$ cat config.mk
export PLATFORM = sky130hd
export DESIGN_NAME = mem_addr_sel_flat
export DESIGN_NICKNAME = d
export VERILOG_FILES = /design/src/rtl/mem_addr_sel_if.sv /design/src/rtl/mem_addr_sel.sv /design/src/flat_wrapper.sv
export SDC_FILE = /design/constraint.sdc
export NUM_CORES = 1
export LEC_CHECK = 0
export CAP_MARGIN = 20
export CORE_MARGIN = 8
export CORE_UTILIZATION = 42
export CTS_BUF_LIST = sky130_fd_sc_hd__clkbuf_2 sky130_fd_sc_hd__clkbuf_4 sky130_fd_sc_hd__clkbuf_8
export DETAILED_ROUTE_END_ITERATION = 10
export PLACE_DENSITY = 0.81
export SLEW_MARGIN = 15
export SYNTH_ARGS = -nofsm -noshare
export SYNTH_HDL_FRONTEND = slang
export SYNTH_SLANG_ARGS = --single-unit
$ cat constraint.sdc
create_clock -name clock -period 1.97 [get_ports clock]
set_input_delay 0.394 -clock clock [delete_from_list [all_inputs] [get_ports clock]]
set_output_delay 0.394 -clock clock [all_outputs]
set_load 0.02 [all_outputs]
$ cat src/rtl/mem_addr_sel_if.sv
// Request/response bundle between the datapath control and mem_addr_sel.
//   master : requester side (drives sources, size, exception flags, req, mem_ready)
//   slave  : mem_addr_sel side (drives addr, status pulses, epc)
interface mem_addr_sel_if #(
   parameter int unsigned WIDTH = 32
);
   logic [2:0]       seletor;
   logic [WIDTH-1:0] PC;
   logic [WIDTH-1:0] ULA_Result;
   logic [WIDTH-1:0] ULAOut;
   logic [1:0]       size;
   logic             exc_opcode;
   logic             exc_overflow;
   logic             exc_div0;
   logic             req;
   logic             req_ready;
   logic             mem_ready;
   logic [WIDTH-1:0] addr;
   logic             addr_valid;
   logic             misaligned;
   logic             bad_sel;
   logic [WIDTH-1:0] epc;
   logic             exc_taken;

   modport master (
      output seletor, PC, ULA_Result, ULAOut, size,
             exc_opcode, exc_overflow, exc_div0, req, mem_ready,
      input  req_ready, addr, addr_valid, misaligned, bad_sel, epc, exc_taken
   );

   modport slave (
      input  seletor, PC, ULA_Result, ULAOut, size,
             exc_opcode, exc_overflow, exc_div0, req, mem_ready,
      output req_ready, addr, addr_valid, misaligned, bad_sel, epc, exc_taken
   );
endinterface

$ cat src/rtl/mem_addr_sel.sv
// Registered, handshaked memory-address selector for the multicycle datapath.
// Selects PC / ALU result / ALUOut or an exception vector, checks alignment,
// captures EPC on exception entry and holds the issued address until memory
// acknowledges it.
// Ports:
//   clock   : rising-edge clock
//   reset_n : asynchronous active-low reset (aborts any access in flight)
//   bus     : mem_addr_sel_if.slave -- sources, size, exception flags,
//             req/req_ready, mem_ready, addr/addr_valid, status pulses, epc
module mem_addr_sel #(
   parameter int unsigned WIDTH           = 32,
   parameter int unsigned EXC_OPCODE_ADDR = 253,
   parameter int unsigned EXC_OVF_ADDR    = 254,
   parameter int unsigned EXC_DIV0_ADDR   = 255
) (
   input logic           clock,
   input logic           reset_n,
   mem_addr_sel_if.slave bus
);

   localparam logic [WIDTH-1:0] VEC_OPCODE = WIDTH'(EXC_OPCODE_ADDR);
   localparam logic [WIDTH-1:0] VEC_OVF    = WIDTH'(EXC_OVF_ADDR);
   localparam logic [WIDTH-1:0] VEC_DIV0   = WIDTH'(EXC_DIV0_ADDR);

   typedef enum logic {
      IDLE = 1'b0,
      BUSY = 1'b1
   } state_t;

   state_t state;

   logic             exc_any_c;
   logic [WIDTH-1:0] exc_vec_c;
   logic [WIDTH-1:0] src_c;
   logic             src_is_vec_c;
   logic             sel_bad_c;
   logic             align_bad_c;

   // Request decode: exception vector by priority, normal source, validity checks.
   always_comb begin
      exc_any_c    = bus.exc_div0 | bus.exc_overflow | bus.exc_opcode;
      exc_vec_c    = VEC_OPCODE;
      src_c        = '0;
      src_is_vec_c = 1'b0;
      sel_bad_c    = (bus.size == 2'd3);
      align_bad_c  = 1'b0;

      if (bus.exc_div0) begin
         exc_vec_c = VEC_DIV0;
      end else if (bus.exc_overflow) begin
         exc_vec_c = VEC_OVF;
      end

      case (bus.seletor)
         3'd0: src_c = bus.PC;
         3'd1: src_c = bus.ULA_Result;
         3'd2: src_c = bus.ULAOut;
         3'd3: begin
            src_c        = VEC_OPCODE;
            src_is_vec_c = 1'b1;
         end
         3'd4: begin
            src_c        = VEC_OVF;
            src_is_vec_c = 1'b1;
         end
         3'd5: begin
            src_c        = VEC_DIV0;
            src_is_vec_c = 1'b1;
         end
         default: sel_bad_c = 1'b1;
      endcase

      // Vectors are byte addresses, so only data-path sources are alignment checked.
      if (!src_is_vec_c) begin
         case (bus.size)
            2'd1:    align_bad_c = src_c[0];
            2'd2:    align_bad_c = |src_c[1:0];
            default: align_bad_c = 1'b0;
         endcase
      end
   end

   // Accept/issue/hold FSM with registered outputs.
   always_ff @(posedge clock or negedge reset_n) begin
      if (!reset_n) begin
         state          <= IDLE;
         bus.addr       <= '0;
         bus.addr_valid <= 1'b0;
         bus.req_ready  <= 1'b1;
         bus.misaligned <= 1'b0;
         bus.bad_sel    <= 1'b0;
         bus.epc        <= '0;
         bus.exc_taken  <= 1'b0;
      end else begin
         bus.misaligned <= 1'b0;
         bus.bad_sel    <= 1'b0;
         bus.exc_taken  <= 1'b0;

         case (state)
            IDLE: begin
               if (bus.req) begin
                  if (exc_any_c) begin
                     bus.addr       <= exc_vec_c;
                     bus.epc        <= bus.PC;
                     bus.exc_taken  <= 1'b1;
                     bus.addr_valid <= 1'b1;
                     bus.req_ready  <= 1'b0;
                     state          <= BUSY;
                  end else if (sel_bad_c) begin
                     // Reserved selector/size wins over a coincident misalignment.
                     bus.bad_sel <= 1'b1;
                  end else if (align_bad_c) begin
                     bus.misaligned <= 1'b1;
                  end else begin
                     bus.addr       <= src_c;
                     bus.addr_valid <= 1'b1;
                     bus.req_ready  <= 1'b0;
                     state          <= BUSY;
                  end
               end
            end
            BUSY: begin
               // Address held; new requests are dropped until memory acknowledges.
               if (bus.mem_ready) begin
                  bus.addr_valid <= 1'b0;
                  bus.req_ready  <= 1'b1;
                  state          <= IDLE;
               end
            end
            default: state <= IDLE;
         endcase
      end
   end

endmodule
$ cat src/flat_wrapper.sv
// flat-port wrapper written by rule: the top's interface ports become plain ports
module mem_addr_sel_flat 
#(
   parameter int unsigned WIDTH           = 32,
   parameter int unsigned EXC_OPCODE_ADDR = 253,
   parameter int unsigned EXC_OVF_ADDR    = 254,
   parameter int unsigned EXC_DIV0_ADDR   = 255
)
  (clock, reset_n, bus_seletor, bus_PC, bus_ULA_Result, bus_ULAOut, bus_size, bus_exc_opcode, bus_exc_overflow, bus_exc_div0, bus_req, bus_mem_ready, bus_req_ready, bus_addr, bus_addr_valid, bus_misaligned, bus_bad_sel, bus_epc, bus_exc_taken);
  mem_addr_sel_if #(.WIDTH(WIDTH)) bus_i ();
  input logic clock;
  input logic reset_n;
  input wire logic [$bits(bus_i.seletor)-1:0] bus_seletor;
  input wire logic [$bits(bus_i.PC)-1:0] bus_PC;
  input wire logic [$bits(bus_i.ULA_Result)-1:0] bus_ULA_Result;
  input wire logic [$bits(bus_i.ULAOut)-1:0] bus_ULAOut;
  input wire logic [$bits(bus_i.size)-1:0] bus_size;
  input wire logic [$bits(bus_i.exc_opcode)-1:0] bus_exc_opcode;
  input wire logic [$bits(bus_i.exc_overflow)-1:0] bus_exc_overflow;
  input wire logic [$bits(bus_i.exc_div0)-1:0] bus_exc_div0;
  input wire logic [$bits(bus_i.req)-1:0] bus_req;
  input wire logic [$bits(bus_i.mem_ready)-1:0] bus_mem_ready;
  output wire logic [$bits(bus_i.req_ready)-1:0] bus_req_ready;
  output wire logic [$bits(bus_i.addr)-1:0] bus_addr;
  output wire logic [$bits(bus_i.addr_valid)-1:0] bus_addr_valid;
  output wire logic [$bits(bus_i.misaligned)-1:0] bus_misaligned;
  output wire logic [$bits(bus_i.bad_sel)-1:0] bus_bad_sel;
  output wire logic [$bits(bus_i.epc)-1:0] bus_epc;
  output wire logic [$bits(bus_i.exc_taken)-1:0] bus_exc_taken;
  assign bus_i.seletor = bus_seletor;
  assign bus_i.PC = bus_PC;
  assign bus_i.ULA_Result = bus_ULA_Result;
  assign bus_i.ULAOut = bus_ULAOut;
  assign bus_i.size = bus_size;
  assign bus_i.exc_opcode = bus_exc_opcode;
  assign bus_i.exc_overflow = bus_exc_overflow;
  assign bus_i.exc_div0 = bus_exc_div0;
  assign bus_i.req = bus_req;
  assign bus_i.mem_ready = bus_mem_ready;
  assign bus_req_ready = bus_i.req_ready;
  assign bus_addr = bus_i.addr;
  assign bus_addr_valid = bus_i.addr_valid;
  assign bus_misaligned = bus_i.misaligned;
  assign bus_bad_sel = bus_i.bad_sel;
  assign bus_epc = bus_i.epc;
  assign bus_exc_taken = bus_i.exc_taken;
  mem_addr_sel #(.WIDTH(WIDTH), .EXC_OPCODE_ADDR(EXC_OPCODE_ADDR), .EXC_OVF_ADDR(EXC_OVF_ADDR), .EXC_DIV0_ADDR(EXC_DIV0_ADDR)) u_core (.clock(clock), .reset_n(reset_n), .bus(bus_i));
endmodule
==> out/summary.txt, run 1 <==
SETUP PATH
-------------------------------------------------------------------------------------------------
R2r worst-path depth ...............................................................            4
CP Launch Type .....................................................................    input pin
Worst setup path startpoint ........................................................ bus_seletor[2]
Worst r2r src ...................................................................... u_core.state$_DFF_PN0_
Critical path cell sequence ........................................................ dlygate4sd2_1 -> or4b_4 -> o21ai_4 -> o21ai_2 -> o211ai_4 -> buf_12 -> mux2_2
Max FO, Critical Path ..............................................................            8
Slowest stage cell on the critical path ............................................       or4b_4
FF-to-FF setup slack ...............................................................      0.21 ns
Maximum cell stage delay along the critical path ...................................      0.53 ns
Capture point of the worst path .................................................... u_core.bus.addr[7]$_DFFE_PN0P_
Endpoint of the worst-slack reg-to-reg timing path ................................. u_core.bus.epc[19]$_DFFE_PN0P_
Required arrival time at the worst endpoint ........................................      2.19 ns
Worst endpoint data arrival time ...................................................      2.16 ns
Crit end category ..................................................................     register
Worst Path Class, Setup ............................................................    in -> reg

STA
-------------------------------------------------------------------------------------------------
Count of final hold-check violations ...............................................            0
Setup clock skew after layout ......................................................   0.00385 ns
Number of endpoints failing setup at the final stage ...............................            0
Final critical-path share of the clock period ......................................        0.988
Worst relative slew slack ..........................................................        0.562
Worst hold slack ...................................................................    0.0533 ns
Maximum clock frequency ............................................................      514 MHz
Final critical-path required period ................................................      1.95 ns
RSZ-0062 raised after global routing ...............................................         true
TNS Setup ..........................................................................         0 ns
Number of pins with negative max-slew slack in the final report ....................            0
Actual slew at the worst max-slew pin ..............................................     0.655 ns

PLACEMENT
-------------------------------------------------------------------------------------------------
Weighted congestion at the end of routability-driven global placement ..............        0.894
Total of buffers placed on input and output ports ..................................          176
Half-perimeter wire length after detailed placement ................................      9440 um

SYNTHESIS
-------------------------------------------------------------------------------------------------
Share of synthesized cell area in full adder, half adder and majority cells ........       0.0105
Ranking of synthesized cells by area ............................................... dfrtp_1 (48%), mux2_2 (12%), mux2i_1 (8.7%)
Most repeated cell in the gate-level netlist after synthesis .......................      dfrtp_1
Number of enable-type register cells in the synthesized netlist ....................            0
Share of cell area taken by muxes after synthesis ..................................        0.209
Number of synthesized register bits ................................................           70
Number of distinct library cell variants in the gate-level netlist after synthesis .           36
Synthesized-area fraction occupied by and/or/nand/nor cells ........................        0.104
Main synth FF type .................................................................      dfrtp_1
Post-synthesis cell type with the largest combined area ............................      dfrtp_1
Mean instance size in the synthesized netlist ......................................     11.1 um2
Share of synthesized registers carrying an async set or reset ......................         1.00
Synth Net Count ....................................................................          435
Combinational family with the most area after synthesis ............................ multiplexers
Complex-gate fraction of the synthesized area ......................................        0.139
YS warnings ........................................................................            0
Number of instances in the synthesized netlist .....................................          324
Xor/xnor share of the synthesized area .............................................            0
Mapped cell area ...................................................................  0.00358 mm2
Sequential area share after synthesis ..............................................        0.490
Leading post-synthesis cells by instance count ..................................... dfrtp_1 (69), nand2_1 (50), mux2_2 (39)
Top-area cell type share of the netlist area .......................................        0.482

CELLS AND AREA
-------------------------------------------------------------------------------------------------
Area Growth Syn to Fin .............................................................        66.4%
Fraction of layout instances using a drive strength above 1 ........................        0.218
Total number of nets in the final design ...........................................          639
Antenna diode count ................................................................            0

GLOBAL ROUTING
-------------------------------------------------------------------------------------------------
First-pass GRT wire length .........................................................     19600 um
Combined global-route utilization of all metal layers ..............................        0.213
Overflow after GRT .................................................................            0
Largest net degree at the start of global routing ..................................           71
Via count of the first global-routing pass .........................................         3789
Antenna violations before repair ...................................................            0

CLOCK TREE
-------------------------------------------------------------------------------------------------
Clock tree root buffer cell ........................................................     clkbuf_8
Insertion delay to the later sink of the worst-skew pair ...........................      0.33 ns
# clock sinks ......................................................................           70
Clock transition at path regs ......................................................      0.07 ns
TritonCTS clock tree ...............................................................          yes
CTS H-tree lvls ....................................................................            3
Max Buffers Root-to-Sink ...........................................................            2
Cts bufs inserted ..................................................................            9

PWR
-------------------------------------------------------------------------------------------------
Standby leakage power ..............................................................      2.50 nW
Final Power ........................................................................      4.49 mW
Worst vdd rail ir drop .............................................................       481 uV
Power per Cell Area ................................................................   753 mW/mm2

DRT
-------------------------------------------------------------------------------------------------
Via density ........................................................................         5.23
Total via count after detailed routing .............................................         3335
Final routed DRC violation total ...................................................            0
Routed length per placed instance ..................................................      19.6 um
DRT antenna net count ..............................................................            0
TritonRoute pass-1 iters ...........................................................            6
Routed Wire Length .................................................................     12500 um
DRC marker count from the first detailed-route iteration ...........................           88

DIE
-------------------------------------------------------------------------------------------------
Initial core utilization ...........................................................        0.434
Standard cell core area ............................................................  0.00826 mm2
Area of the die ....................................................................   0.0117 mm2
Boundary Pins ......................................................................          177
Core Rows ..........................................................................           33
Vert. Die Dim ......................................................................       108 um
Die extent in x ....................................................................       108 um

JOB
-------------------------------------------------------------------------------------------------
Maximum capacitance violations .....................................................            0

OUTCOME
-------------------------------------------------------------------------------------------------
Run status ......................................................................... finished clean

MIN PATH
-------------------------------------------------------------------------------------------------
Tightest Hold Check Type ...........................................................  in -> async

[how the worst min path moves through the flow]
stage | start | endpoint | cells after the start
after floorplan | reset_n | u_core.bus.addr[0]$_DFFE_PN0P_ | 0
after global placement | reset_n | u_core.bus.epc[2]$_DFFE_PN0P_ | 2
after detailed placement | reset_n | u_core.bus.epc[2]$_DFFE_PN0P_ | 2
after CTS | reset_n | u_core.bus.epc[2]$_DFFE_PN0P_ | 2
after global routing | reset_n | u_core.bus.epc[0]$_DFFE_PN0P_ | 2
final | reset_n | u_core.bus.epc[2]$_DFFE_PN0P_ | 2
[metal layers]
metal  part of all wire  vias to the layer above  wire length [um]  global-route usage
met5                  0                        -                 0                   0
met4              0.019                        0               236              0.0821
met3              0.097                       21              1220              0.0797
met2               0.49                      150              6150               0.357
met1               0.39                     1598              4900               0.241
li1                   -                     1566                 -                   -
[registers in the layout, indices dropped and copies added, names as in the netlist]
| signal | count |
|---|---|
| u_core.bus.exc_taken | 1 |
| u_core.bus.misaligned | 1 |
| u_core.state | 1 |
| u_core.bus.bad_sel | 1 |
| u_core.bus.addr | 32 |
| u_core.bus.req_ready | 1 |
| u_core.bus.addr_valid | 1 |
| u_core.bus.epc | 32 |
[cell usage in the layout (no fill, tap or decap), types with 2 or more instances in the layout]
master | synthesis | layout
clkbuf_8 | 0 | 9
nor3_2 | 0 | 2
nor2_4 | 0 | 2
inv_1 | 6 | 5
o21ai_0 | 33 | 32
clkdlybuf4s50_1 | 0 | 166
buf_4 | 3 | 32
mux2_2 | 39 | 39
nor2_1 | 12 | 11
nor2b_1 | 3 | 2
nand2b_1 | 2 | 2
ha_1 | 3 | 2
o21ai_4 | 0 | 2
clkinv_2 | 0 | 4
mux2i_1 | 31 | 31
dlygate4sd2_1 | 0 | 7
buf_2 | 5 | 2
o2bb2ai_1 | 24 | 24
clkbuf_4 | 0 | 2
buf_12 | 3 | 5
a21oi_1 | 8 | 7
dfrtp_1 | 69 | 69
nand2_1 | 50 | 50
[repair_timing]
action | CTS | global route
setup buffers | 2 | 0
pin swaps | 7 | 4
resized for setup | 24 | 1
setup endpoints to repair | 68 | 21
hold endpoints to repair | 0 | 0
cloned | 1 | 0
hold buffers | 0 | 0
[layout make-up]
| class | instances | area (um2) |
|---|---|---|
| Multi-Input combinational cell | 227 | 1770 |
| Clock buffer | 11 | 139 |
| Tap cell | 105 | 131 |
| Inverter | 6 | 22.5 |
| Timing Repair Buffer | 214 | 2090 |
| Fill cell | 623 | 2300 |
| Sequential cell | 70 | 1750 |
| Clock inverter | 5 | 50.0 |
[stage by stage]
step / worst slack, ns / area [um2] / cells / util
floorplan: 0.00362 / 3580 / 324 / -
global placement: -0.522 / 5670 / 619 / 0.686
detailed placement: -0.622 / 5670 / 619 / 0.686
CTS: 0.0224 / 5960 / 638 / 0.721
global route: -0.0105 / 5960 / 638 / 0.721
finish: 0.0245 / 5960 / 638 / 0.721
[kinds of logic (layout without fill, tap and decap cells)]
kind of cell    after synthesis  after routing
compound gates               73             73
fa+ha+maj                     3              3
buf+inv                      28            236
flops                        70             70
mux                          70             70
simple gates                 80             81
[where the power goes]
part | internal (mW) | total (mW) | switching (mW) | leakage [nW]
Clock | 0.605 | 1.13 | 0.520 | 0.104
Combinational | 0.857 | 1.58 | 0.725 | 1.54
Sequential | 1.66 | 1.78 | 0.120 | 0.858
[worst max-delay path, delay by kind of cell]
| family | cells | cell delay [ns] |
|---|---|---|
| AO/OA/AOI/OAI | 3 | 0.44 |
| buffers and inverters | 2 | 0.46 |
| multiplexers | 1 | 0.33 |
| AND/OR/NAND/NOR | 1 | 0.53 |
Power figures use the tool's default switching activity.
==> run 2, diff against run 1 <==
Settings changed: CORE_UTILIZATION 42 to 41, CTS_BUF_LIST sky130_fd_sc_hd__clkbuf_2 sky130_fd_sc_hd__clkbuf_4 sky130_fd_sc_hd__clkbuf_8 to unset, PLACE_DENSITY 0.81 to 0.84.
==> run 2 against run 1 <==
  * The run now ends with negative hold slack left
  * Sequential share of layout area is 1.3 points lower
  * Register-to-register slack better by 0.28 ns
  * Largest power group unchanged
  * Die area is 2.1% higher
  * Largest cell class unchanged
  * Final cell count is 1.4% higher
  * Clock skew is 0.0085 ns higher
  * Critical endpoint is now u_core.bus.addr[26]$_DFFE_PN0P_
==> out/summary.txt, run 2 (same netlist as run 1, synthesis figures left out) <==
STA
-------------------------------------------------------------------------------------
Setup clock skew after layout ..........................................    0.0123 ns   +0.00846 ns
Maximum clock frequency ................................................      516 MHz   +0.33%
Worst relative slew slack ..............................................        0.711   +0.149
Number of pins with negative max-slew slack in the final report ........            0   unchanged
Worst hold slack .......................................................   -0.0172 ns   -0.0705 ns
Final critical-path required period ....................................      1.94 ns   -0.00632 ns
Setup WS post-layout ...................................................    0.0308 ns   +0.00632 ns
Final critical-path share of the clock period ..........................        0.984   -0.00321
Count of final hold-check violations ...................................            2   +2
TNS Setup ..............................................................         0 ns   unchanged
Actual slew at the worst max-slew pin ..................................     0.433 ns   -0.222 ns
Number of endpoints failing setup at the final stage ...................            0   unchanged

DRT
-------------------------------------------------------------------------------------
Via density ............................................................         5.22   -0.15%
Routed length per placed instance ......................................      19.9 um   +1.4%
DRT antenna net count ..................................................            0   unchanged
Total via count after detailed routing .................................         3377   +1.3%
DRC marker count from the first detailed-route iteration ...............          124   +41%
Routed Wire Length .....................................................     12900 um   +2.9%
TritonRoute pass-1 iters ...............................................            4   -2
Final routed DRC violation total .......................................            0   unchanged

SETUP PATH
-------------------------------------------------------------------------------------
Max FO, Critical Path ..................................................            5   -3
Endpoint of the worst-slack reg-to-reg timing path ..................... u_core.bus.addr[0]$_DFFE_PN0P_
Critical path cell sequence ............................................ clkdlybuf4s15_1 -> or3_4 -> nor4_4 -> o311ai_4 -> buf_4 -> o21ai_4 -> buf_12 -> clkbuf_16 -> o2bb2ai_2
Crit end category ......................................................     register
Worst r2r src .......................................................... u_core.state$_DFF_PN0_
CP Launch Type .........................................................    input pin
Worst Path Class, Setup ................................................    in -> reg
Worst setup path startpoint ............................................ bus_exc_opcode
Worst endpoint data arrival time .......................................      2.15 ns   about the same
CP Depth ...............................................................            9   +2
FF-to-FF setup slack ...................................................      0.49 ns   +0.28 ns
Slowest stage cell on the critical path ................................        or3_4
R2r worst-path depth ...................................................            5   +1
Maximum cell stage delay along the critical path .......................      0.43 ns   -0.10 ns
Required arrival time at the worst endpoint ............................      2.18 ns   about the same
Capture point of the worst path ........................................ u_core.bus.addr[26]$_DFFE_PN0P_
Buffers and inverters on the worst path ................................            4   +2
Critical path's top delay family ....................................... simple AND/OR/NAND/NOR gates

CELLS AND AREA
-------------------------------------------------------------------------------------
Antenna diode count ....................................................            0   unchanged
Total number of nets in the final design ...............................          646   +1.1%
Filler Cells Inserted ..................................................          615   -1.3%
Area Growth Syn to Fin .................................................        74.0%
Area of all placed cells without fillers ...............................  0.00623 mm2   +4.6%
Final core area utilization ............................................        0.725   +0.00374
Registers with the most flip-flops ..................................... u_core.bus.addr: 32 flops, u_core.bus.epc: 32 flops
Most frequent standard cell in the layout excluding fill and tap cells . clkdlybuf4s50_1
Layout Cells excl Fill .................................................          647   +1.4%
Fraction of layout instances using a drive strength above 1 ............        0.262   +0.0440
FF/Latch Area ..........................................................  0.00175 mm2   unchanged
Most frequent cells in the layout ...................................... clkdlybuf4s50_1 (164), dfrtp_1 (69), nand2_1 (50)
Total area of multi-input combinational cells ..........................  0.00192 mm2   +8.6%

GLOBAL ROUTING
-------------------------------------------------------------------------------------
Largest net degree at the start of global routing ......................           34   -52%
Combined global-route utilization of all metal layers ..................        0.213   +0.000218
Overflow after GRT .....................................................            0   unchanged
Via count of the first global-routing pass .............................         3830   +1.1%
First-pass GRT wire length .............................................     19700 um   +0.74%
Antenna violations before repair .......................................            0   unchanged

PWR
-------------------------------------------------------------------------------------
Power per Cell Area ....................................................   708 mW/mm2   -6.0%
Standby leakage power ..................................................      2.60 nW   +3.9%
Final Power ............................................................      4.41 mW   -1.7%
Worst vdd rail ir drop .................................................       523 uV   +8.8%

PLACEMENT
-------------------------------------------------------------------------------------
Pre-CTS setup slack ....................................................    -0.579 ns   +0.0436 ns
Cell area after placement ..............................................  0.00567 mm2   +0.11%
Half-perimeter wire length after detailed placement ....................      9770 um   +3.5%
Total of buffers placed on input and output ports ......................          176   unchanged
Weighted congestion at the end of routability-driven global placement ..        0.878   -1.8%
DP Cell Count ..........................................................          622   +0.48%

DIE
-------------------------------------------------------------------------------------
Vert. Die Dim ..........................................................       109 um   +1.0%
Boundary Pins ..........................................................          177   unchanged
Standard cell core area ................................................  0.00859 mm2   +4.1%
Area of the die ........................................................   0.0120 mm2   +2.1%
Die extent in x ........................................................       109 um   +1.0%
Initial core utilization ...............................................        0.417   -0.0169
Core Rows ..............................................................           34   +3.0%

CLOCK TREE
-------------------------------------------------------------------------------------
# clock sinks ..........................................................           70   unchanged
Max Buffers Root-to-Sink ...............................................            2   unchanged
TritonCTS clock tree ...................................................          yes
Clock transition at path regs ..........................................      0.08 ns   about the same
Clock tree root buffer cell ............................................     clkbuf_8
Insertion delay to the later sink of the worst-skew pair ...............      0.33 ns   about the same
CTS H-tree lvls ........................................................            3   unchanged
Cts bufs inserted ......................................................            9   unchanged

JOB
-------------------------------------------------------------------------------------
Maximum capacitance violations .........................................            0   unchanged

OUTCOME
-------------------------------------------------------------------------------------
Run status ............................................................. finished with violations
Violations in the final reports ........................................ negative hold slack

MIN PATH
-------------------------------------------------------------------------------------
Tightest Hold Check Type ...............................................  in -> async

## run 2: cell types whose count changed in the layout (fill, tap and decap cells not counted), moves of 3 or more
| cell | change |
|---|---|
| mux2_2 | -4 |
| o2bb2ai_2 | +13 |
| buf_12 | +3 |
| dlygate4sd2_1 | -4 |
| nor2_2 | +3 |
| nor2_1 | -3 |
| o2bb2ai_1 | -13 |
| buf_6 | +3 |
| mux2_4 | +4 |
## run 2: worst min-delay path by stage
stage / startpoint / end / slack [ns] / cells past startpoint
after floorplan: reset_n / u_core.bus.addr[0]$_DFFE_PN0P_ / 0.1 / 0
after global placement: reset_n / u_core.bus.addr[2]$_DFFE_PN0P_ / 0.36 / 1
after detailed placement: reset_n / u_core.bus.bad_sel$_DFF_PN0_ / 0.37 / 1
after CTS: reset_n / u_core.bus.addr[2]$_DFFE_PN0P_ / 0.005 / 1
after global routing: reset_n / u_core.bus.addr[2]$_DFFE_PN0P_ / 0.008 / 1
final: reset_n / u_core.bus.addr[2]$_DFFE_PN0P_ / -0.02 / 1
## run 2: metal layers
metal | track usage | part of all wire
met1 | 0.224 | 0.37
met2 | 0.370 | 0.49
met3 | 0.0909 | 0.11
met4 | 0.0858 | 0.022
met5 | 0 | 0
## run 2: power by group
group / switching [mW] / internal, mW / total (mW) / leakage, nW
sequential: 0.116 / 1.66 / 1.77 / 0.858
clock: 0.525 / 0.481 / 1.01 / 0.0889
combinational: 0.740 / 0.889 / 1.63 / 1.65
## run 2: final cells by class
type	instances	share of cell area
clock buffers	11	0.0227
clock inverters	4	0.00382
inverters	6	0.00361
multi-input cells	227	0.308
flip-flops and latches	70	0.281
well taps	108	0.0217
repair buffers	221	0.359
## run 2: worst reg2reg max path, delay by kind of cell, from the launching register on
kind | cells | cell delay [ns]
compound gates | 1 | 0.18
buf+inv | 1 | 0.07
flops | 1 | 0.40
mux | 1 | 0.33
simple gates | 2 | 0.38
## run 2: timing repair
item,CTS,global route
buffers inserted,6,1
pin swaps,7,5
gates resized for setup,40,26
hold buffers,0,0
endpoints found under the setup margin,36,34
cloned,2,1
==> run 3, diff against run 2 <==
Settings changed: CORE_UTILIZATION 41 to 44, PLACE_DENSITY 0.84 to 0.9.
Clock period 1.97 ns to 2.5 ns, I/O delays scaled along.
==> run 3 against run 2 <==
  * The run now ends clean
  * Die area shrank 5.8%
  * Sequential power shrank 21%
  * Final cell count shrank 3.6%
  * Critical endpoint is now u_core.bus.addr[28]$_DFFE_PN0P_
==> out/summary.txt, run 3 (same netlist as run 1, synthesis figures left out) <==
OUTCOME
-------------------------------------------------------------------------------------
Run status ............................................................. finished clean

CLOCK TREE
-------------------------------------------------------------------------------------
Cts bufs inserted ......................................................            9   unchanged
# hold bufs at CTS .....................................................            0   unchanged
# clock sinks ..........................................................           70   unchanged
Clock transition at path regs ..........................................      0.07 ns   about the same
Clock tree root buffer cell ............................................     clkbuf_8
CTS H-tree lvls ........................................................            3   unchanged
Max Buffers Root-to-Sink ...............................................            2   unchanged
Number of gates given a new drive strength after cts ...................            0   -100%
Insertion delay to the later sink of the worst-skew pair ...............      0.33 ns   about the same
TritonCTS clock tree ...................................................          yes
Post-CTS Setup Bufs ....................................................            0   -6

CELLS AND AREA
-------------------------------------------------------------------------------------
Fraction of layout instances using a drive strength above 1 ............        0.171   -0.0901
Most frequent cells in the layout ...................................... clkdlybuf4s50_1 (174), dfrtp_1 (69), nand2_1 (50)
Registers with the most flip-flops ..................................... u_core.bus.addr: 32 flops, u_core.bus.epc: 32 flops
Most frequent standard cell in the layout excluding fill and tap cells . clkdlybuf4s50_1
Antenna diode count ....................................................            0   unchanged
Area Growth Syn to Fin .................................................        60.4%
Layout Cells excl Fill .................................................          624   -3.6%
Filler Cells Inserted ..................................................          593   -3.6%
Total number of nets in the final design ...............................          625   -3.3%

STA
-------------------------------------------------------------------------------------
Number of endpoints failing setup at the final stage ...................            0   unchanged
Worst hold slack .......................................................     0.167 ns   +0.184 ns
Final critical-path share of the clock period ..........................        0.935
Worst relative slew slack ..............................................        0.310   -0.401
Setup WS post-layout ...................................................     0.163 ns   +0.133 ns
RSZ-0062 raised after global routing ...................................        false
Count of final hold-check violations ...................................            0   -2
Number of pins with negative max-slew slack in the final report ........            0   unchanged
Actual slew at the worst max-slew pin ..................................      1.03 ns   +0.599 ns
Maximum clock frequency ................................................      428 MHz
Final critical-path required period ....................................      2.34 ns
Setup clock skew after layout ..........................................   0.00702 ns   -0.00529 ns

PWR
-------------------------------------------------------------------------------------
Power per Cell Area ....................................................   595 mW/mm2   -16%
Worst vdd rail ir drop .................................................       384 uV   -27%
Final Power ............................................................      3.42 mW   -22%
Standby leakage power ..................................................      2.39 nW   -8.0%

DIE
-------------------------------------------------------------------------------------
Boundary Pins ..........................................................          177   unchanged
Initial core utilization ...............................................        0.445   +0.0280
Vert. Die Dim ..........................................................       106 um   -3.0%
Core Rows ..............................................................           33   -2.9%
Die extent in x ........................................................       106 um   -3.0%
Standard cell core area ................................................  0.00805 mm2   -6.3%
Area of the die ........................................................   0.0113 mm2   -5.8%

SETUP PATH
-------------------------------------------------------------------------------------
Critical path's top delay family ....................................... simple AND/OR/NAND/NOR gates
Required arrival time at the worst endpoint ............................      2.74 ns   +0.56 ns
Worst endpoint data arrival time .......................................      2.58 ns   +0.43 ns
CP Launch Type .........................................................    input pin
Crit end category ......................................................     register
CP Depth ...............................................................            7   -2
R2r worst-path depth ...................................................            4   -1
Critical path cell sequence ............................................ clkdlybuf4s50_1 -> or3_4 -> nor4_1 -> o311ai_2 -> o211ai_4 -> buf_4 -> o2bb2ai_1
Worst Path Class, Setup ................................................    in -> reg
Maximum cell stage delay along the critical path .......................      0.43 ns   about the same
Max FO, Critical Path ..................................................           14   +9
Buffers and inverters on the worst path ................................            2   -2
Slowest stage cell on the critical path ................................ clkdlybuf4s50_1

PLACEMENT
-------------------------------------------------------------------------------------
Total of buffers placed on input and output ports ......................          176   unchanged
Weighted congestion at the end of routability-driven global placement ..        0.934   +6.5%
Pre-CTS setup slack ....................................................    -0.157 ns   +0.422 ns
DP Cell Count ..........................................................          608   -2.3%
Half-perimeter wire length after detailed placement ....................      9650 um   -1.2%

GLOBAL ROUTING
-------------------------------------------------------------------------------------
First-pass GRT wire length .............................................     19500 um   -0.88%
Largest net degree at the start of global routing ......................           71   +110%
Overflow after GRT .....................................................            0   unchanged
Via count of the first global-routing pass .............................         3767   -1.6%
Combined global-route utilization of all metal layers ..................        0.219   +0.00532
Antenna violations before repair .......................................            0   unchanged

DRT
-------------------------------------------------------------------------------------
Total via count after detailed routing .................................         3295   -2.4%
Routed length per placed instance ......................................      19.7 um   -0.85%
Final routed DRC violation total .......................................            0   unchanged
DRC marker count from the first detailed-route iteration ...............           96   -23%
Routed Wire Length .....................................................     12300 um   -4.4%
DRT antenna net count ..................................................            0   unchanged
TritonRoute pass-1 iters ...............................................            4   unchanged
Via density ............................................................         5.28   +1.2%

MIN PATH
-------------------------------------------------------------------------------------
Tightest Hold Check Type ...............................................  in -> async

JOB
-------------------------------------------------------------------------------------
Maximum capacitance violations .........................................            0   unchanged

## run 3: cell count changes in the layout (fill, tap and decap cells not counted), sizes merged
cell	previous run	this run
clkinv	4	1
dlymetal6s2s	2	0
buf	46	27
clkdlybuf4s50	164	174
dlygate4sd2	3	0
clkdlybuf4s15	3	0
o211ai	2	1
clkbuf	14	15
## run 3: path summary, 6_finish.rpt
kind | slack, ns | from | to
setup / recovery | 0.16 | bus_exc_div0 | u_core.bus.addr[28]$_DFFE_PN0P_
hold / removal | 0.17 | reset_n | u_core.bus.epc[2]$_DFFE_PN0P_
setup reg to reg | 0.58 | u_core.state$_DFF_PN0_ | u_core.bus.epc[25]$_DFFE_PN0P_
hold reg to reg | 0.49 | u_core.bus.addr[8]$_DFFE_PN0P_ | u_core.bus.addr[8]$_DFFE_PN0P_
max in group asynchronous | 1.98 | reset_n | u_core.bus.req_ready$_DFFE_PN1P_
min in group clock | 0.49 | u_core.bus.addr[8]$_DFFE_PN0P_ | u_core.bus.addr[8]$_DFFE_PN0P_
## run 3: area by class of cell
cell class              count  area, um2  area share
multi-input cells         226       1680       0.292
flip-flops and latches     70       1750       0.305
inverters                   6       22.5     0.00392
well taps                 105        131      0.0229
clock inverters             1       5.00    0.000871
clock buffers              15        166      0.0290
repair buffers            201       1990       0.346
## run 3: layer usage
layer,global-route usage,vias to the layer above,routed length (um)
met5,0,-,0
met4,0.0905,0,217
met3,0.0968,20,1380
met2,0.381,165,6310
met1,0.224,1576,4400
li1,-,1534,-
## run 3: report_power, final
part           internal, mW  total, mW  switching, mW  leakage, nW
sequential             1.31       1.40         0.0945        0.858
clock                 0.416      0.813          0.397       0.0877
combinational         0.650       1.20          0.553         1.45
## run 3: through the flow
| step | utilization | instance area, um2 | TNS (ns) |
|---|---|---|---|
| 2_1_floorplan | - | 3580 | 0 |
| 4_1_cts | 0.713 | 5740 | 0 |
| 3_5_place_dp | 0.692 | 5570 | -7.11 |
| 5_1_grt | 0.713 | 5740 | 0 |
| 3_3_place_gp | 0.692 | 5570 | -1.64 |
| 6_report | 0.713 | 5740 | 0 |
